==> src/rtl/serial_frame_receiver.sv <==
// 8N1 serial receiver: synchronizes RX, samples each bit at its centre and
// presents the byte on DATA with a one-cycle VALID (or FRAME_ERR) pulse.
module serial_frame_receiver #(
    parameter int CLKS_PER_BIT = 16
) (
    input  logic       CLK,
    input  logic       RST,
    input  logic       RX,
    output logic [7:0] DATA,
    output logic       VALID,
    output logic       FRAME_ERR,
    output logic       BUSY
);

    localparam int CW = $clog2(CLKS_PER_BIT);
    localparam logic [CW-1:0] HALF_LAST = CW'(CLKS_PER_BIT / 2 - 1);
    localparam logic [CW-1:0] BIT_LAST  = CW'(CLKS_PER_BIT - 1);

    typedef enum logic [2:0] {
        ST_IDLE,
        ST_START,
        ST_DATA,
        ST_STOP,
        ST_RECOVER
    } state_t;

    state_t        state, state_next;
    logic          sync1, rx_s;
    logic [CW-1:0] cnt, cnt_next;
    logic [2:0]    idx, idx_next;
    logic [7:0]    shreg, shreg_next;
    logic [7:0]    data_next;
    logic          valid_next, ferr_next;

    // Both synchronizer flops reset to the idle (high) line level.
    always_ff @(posedge CLK) begin
        if (RST) begin
            sync1 <= 1'b1;
            rx_s  <= 1'b1;
        end else begin
            sync1 <= RX;
            rx_s  <= sync1;
        end
    end

    always_ff @(posedge CLK) begin
        if (RST) begin
            state     <= ST_IDLE;
            cnt       <= '0;
            idx       <= '0;
            shreg     <= '0;
            DATA      <= '0;
            VALID     <= 1'b0;
            FRAME_ERR <= 1'b0;
        end else begin
            state     <= state_next;
            cnt       <= cnt_next;
            idx       <= idx_next;
            shreg     <= shreg_next;
            DATA      <= data_next;
            VALID     <= valid_next;
            FRAME_ERR <= ferr_next;
        end
    end

    always_comb begin
        state_next = state;
        cnt_next   = cnt;
        idx_next   = idx;
        shreg_next = shreg;
        data_next  = DATA;
        valid_next = 1'b0;
        ferr_next  = 1'b0;
        case (state)
            ST_IDLE: begin
                if (!rx_s) begin
                    state_next = ST_START;
                    cnt_next   = '0;
                end
            end
            ST_START: begin
                // A start bit that is gone by mid-bit was a glitch.
                if (cnt == HALF_LAST) begin
                    if (!rx_s) begin
                        state_next = ST_DATA;
                        cnt_next   = '0;
                        idx_next   = '0;
                    end else begin
                        state_next = ST_IDLE;
                    end
                end else begin
                    cnt_next = cnt + CW'(1);
                end
            end
            ST_DATA: begin
                if (cnt == BIT_LAST) begin
                    shreg_next = {rx_s, shreg[7:1]};
                    cnt_next   = '0;
                    idx_next   = idx + 3'd1;
                    if (idx == 3'd7) begin
                        state_next = ST_STOP;
                    end
                end else begin
                    cnt_next = cnt + CW'(1);
                end
            end
            ST_STOP: begin
                if (cnt == BIT_LAST) begin
                    cnt_next = '0;
                    if (rx_s) begin
                        data_next  = shreg;
                        valid_next = 1'b1;
                        state_next = ST_IDLE;
                    end else begin
                        ferr_next  = 1'b1;
                        state_next = ST_RECOVER;
                    end
                end else begin
                    cnt_next = cnt + CW'(1);
                end
            end
            ST_RECOVER: begin
                // Wait out a held-low (break) line before looking for a start.
                if (rx_s) begin
                    state_next = ST_IDLE;
                end
            end
            default: begin
                state_next = ST_IDLE;
            end
        endcase
    end

    assign BUSY = (state == ST_START) || (state == ST_DATA) || (state == ST_STOP);

endmodule

==> config.mk <==
export PLATFORM = sky130hd
export DESIGN_NAME = serial_frame_receiver
export DESIGN_NICKNAME = d
export VERILOG_FILES = /design/src/rtl/serial_frame_receiver.sv
export SDC_FILE = /design/constraint.sdc
export NUM_CORES = 1
export LEC_CHECK = 0
export CORE_MARGIN = 2
export CORE_UTILIZATION = 35
export CTS_CLUSTER_DIAMETER = 80
export DETAILED_ROUTE_END_ITERATION = 12
export PLACE_DENSITY_LB_ADDON = 0.2
export SYNTH_ARGS = -nofsm -noshare
export SYNTH_HDL_FRONTEND = slang
export SYNTH_SLANG_ARGS = --single-unit
==> constraint.sdc <==
create_clock -name CLK -period 2.9 [get_ports CLK]
set_input_delay 0.58 -clock CLK [delete_from_list [all_inputs] [get_ports CLK]]
set_output_delay 0.58 -clock CLK [all_outputs]
set_load 0.01 [all_outputs]
==> results.toml <==
[status]
status = "finished, final reports clean"

[worst_setup_path]
cp_data_required_time_ns = 2.32
cp_num_cells = 3
worstSetupStartpointType = "register"
critical_path_buf_inv_count = 1
cp_slowest_stage_delay_ns = 0.63
crit_family = "flip-flops"
crit_path_end_kind = "output port"
crit_arrival_ns = 1.74
critPathSlowestCell = "dfxtp_1"
reg2reg_depth = 5
cp_max_fo = 15
critical_path.cell_chain = "nor2_1, nor2_1, clkdlybuf4s50_1"
critical_path_class = "register to output port"
cp_common_cell = "nor2_1"

[clock_tree]
clk_path_buf_depth = 2
root_buffer = "clkbuf_8"
h-tree-depth = 2
ctsResizeCount = 0
cts_tree = "done"
cts_setup_buffers = 0
ctsHoldBuffers = 0
clock-sinks = 30
clk_latency_ns = 0.28
clk_pin_slew_worst_paths_ns = 0.06
numCtsBuffers = 5

[synthesis]
synth.avg_cell_area_um2 = 9.30
synthesis.nets = 150
yosys.cell_types.count = 39
synth_seq_cells = 30
yosys_warnings = 0
synth_seq_area_share_pct = 44.9
syn_inst = 144
synth_area_um2 = 1340

[floorplan]
pin_count = 14
start_util_pct = 36.6
core_area_um2 = 3660
fp.dieH_um = 65.8
die_area_um2 = 4340
num_rows = 22
die_w_um = 65.8

[power]
p_leak_nw = 0.573
finalPower_uw = 756
seq_power_share_pct = 55.7
clock_power_share_pct = 40.6
sw_frac_of_total_pct = 22.3
intPower_uw = 587
ir_drop_uv = 230
netSwitchingPower_uw = 169
pwr_density_cell_nw_per_um2 = 484
combPwrFrac_pct = 3.7

[cells_and_area]
final_cells = 202
final_cell_mix = "dfxtp_1, clkdlybuf4s50_1, nand2_1, a21oi_1, nand4_1"
final_area_um2 = 1560
drive_gt1_share_pct = 9.74
nFillCells = 368
nets = 160
syn2layout_area_growth_pct = 16.6
n_antenna_cell = 0
layout_commonest_cell = "dfxtp_1"
postLayoutCoreUtil_pct = 42.7

[timing]
finalSetupTns_ns = 0
hold_slack_ns = 0.409
fin_ws_ns = 0.585
relSlewSlack_pct = 66.7
maxSlewViolCount = 0
fmax_ghz = 0.432
rsz0062_at_grt = "false"
final.period_utilization_pct = 79.8
fin_worst_skew_ns = 0.00538
finalHoldViolCount = 0
setup_viol = 0
period_minus_slack_ns = 2.32
tightest_slew_ns = 0.499

[placed_design]
dp_hpwl_um = 1980
gp_congestion = 0.773
numPortBuffers = 13
dpl.cell_count = 195
pre_cts_ws_ns = 0.773
place_area_um2 = 1480

[global_route]
grt_pass1_wl_um = 4760
antenna_found_initial = 0
grt_overflow = 0
grt_pass1_vias = 995
grt_usage_pct = 14.9
grt_max_degree = 23

[route]
dr.pass1.iters = 4
vias = 1081
drtIter0Drc = 41
viasPerCell = 5.35
drc_errors = 0
ant_nets = 0
wl_per_cell_um = 13.8
drt-total-wl_um = 2790

[flow_run]
cap_violations = 0

[hold_path]
hold_class = "register to register"
min_delay_path_depth = 1
## cell usage after synthesis (all sizes together)
cell type	n	area share, %
clkbuf	6	1.7
a31o	1	0.65
clkinv	1	0.28
and2	1	0.47
a21oi	10	3.7
o221ai	3	2.0
o31ai	8	4.5
inv	7	2.0
xor2	1	0.65
nand4	9	4.2
nand2	12	3.4
dfxtp	30	45
or4b	1	1.0
mux2i	8	6.0
or3	1	0.47
ha	3	2.8
nor3b	1	0.56
a2111oi	1	1.1
xnor2	1	0.65
or4	1	0.56
o22ai	4	1.9
nor2	5	1.4
a211oi	3	2.1
nand2b	2	0.93
o32ai	2	1.3
buf	7	3.5
o211a	1	0.75
and3b	1	0.65
o21bai	1	0.56
nand3	3	1.1
nor2b	2	0.93
and4	1	0.65
nor4	2	0.93
nor3	1	0.37
nand3b	1	0.56
or2	2	0.93
## worst paths after layout
check / from / end / slack [ns]
max reg2reg: cnt[0] / shreg[0] / 1.02
max: state[0] / BUSY / 0.58
min reg2reg: sync1 / rx_s / 0.41
min: sync1 / rx_s / 0.41
## area by class of cell
cell class	count	area, um2	area share (%)
Clock inverter	2	10.0	0.641
Multi-Input combinational cell	93	639	40.9
Sequential cell	30	601	38.5
Inverter	8	30.0	1.92
Timing Repair Buffer	16	153	9.78
Tap cell	48	60.1	3.85
Clock buffer	5	68.8	4.41
## per-layer routing
metal / up-vias / wire length (um) / GRT usage [%]
met1: 506 / 1260 / 17.0
met4: 0 / 55 / 7.03
met2: 21 / 1350 / 24.5
met5: - / 0 / 0
li1: 548 / - / -
met3: 6 / 125 / 5.45
## registers in the layout (all words and copies together), names as in the netlist
signal     cells
DATA           8
shreg          8
cnt            4
idx            3
state          3
FRAME_ERR      1
VALID          1
rx_s           1
sync1          1
## worst register-to-register path, cell delays in order (launching register included)
cell,delay (ns)
dfxtp_1,0.37
ha_1,0.29
nand4_1,0.12
buf_4,0.20
or3_1,0.51
a31o_1,0.29
## power groups by stage
| stage | Combinational (mW) | Clock, mW | Sequential (mW) |
|---|---|---|---|
| after global routing | 0.0311 | 0.336 | 0.421 |
| after floorplan | 0.0231 | 0 | 0.426 |
| final | 0.0278 | 0.307 | 0.421 |
| after detailed placement | 0.0278 | 0 | 0.430 |
| after CTS | 0.0279 | 0.318 | 0.421 |
| after global placement | 0.0267 | 0 | 0.430 |
## kinds of logic (layout without fill, tap and decap cells)
family | Yosys count | in the layout | share of synthesized area (%)
fa+ha+maj | 3 | 3 | 2.80
xor+xnor | 2 | 2 | 1.31
flops | 30 | 30 | 44.9
buf+inv | 21 | 31 | 7.38
compound gates | 34 | 34 | 18.5
mux | 8 | 8 | 5.98
simple gates | 46 | 46 | 19.2
Note: power is estimated with default switching activity, not from simulation.
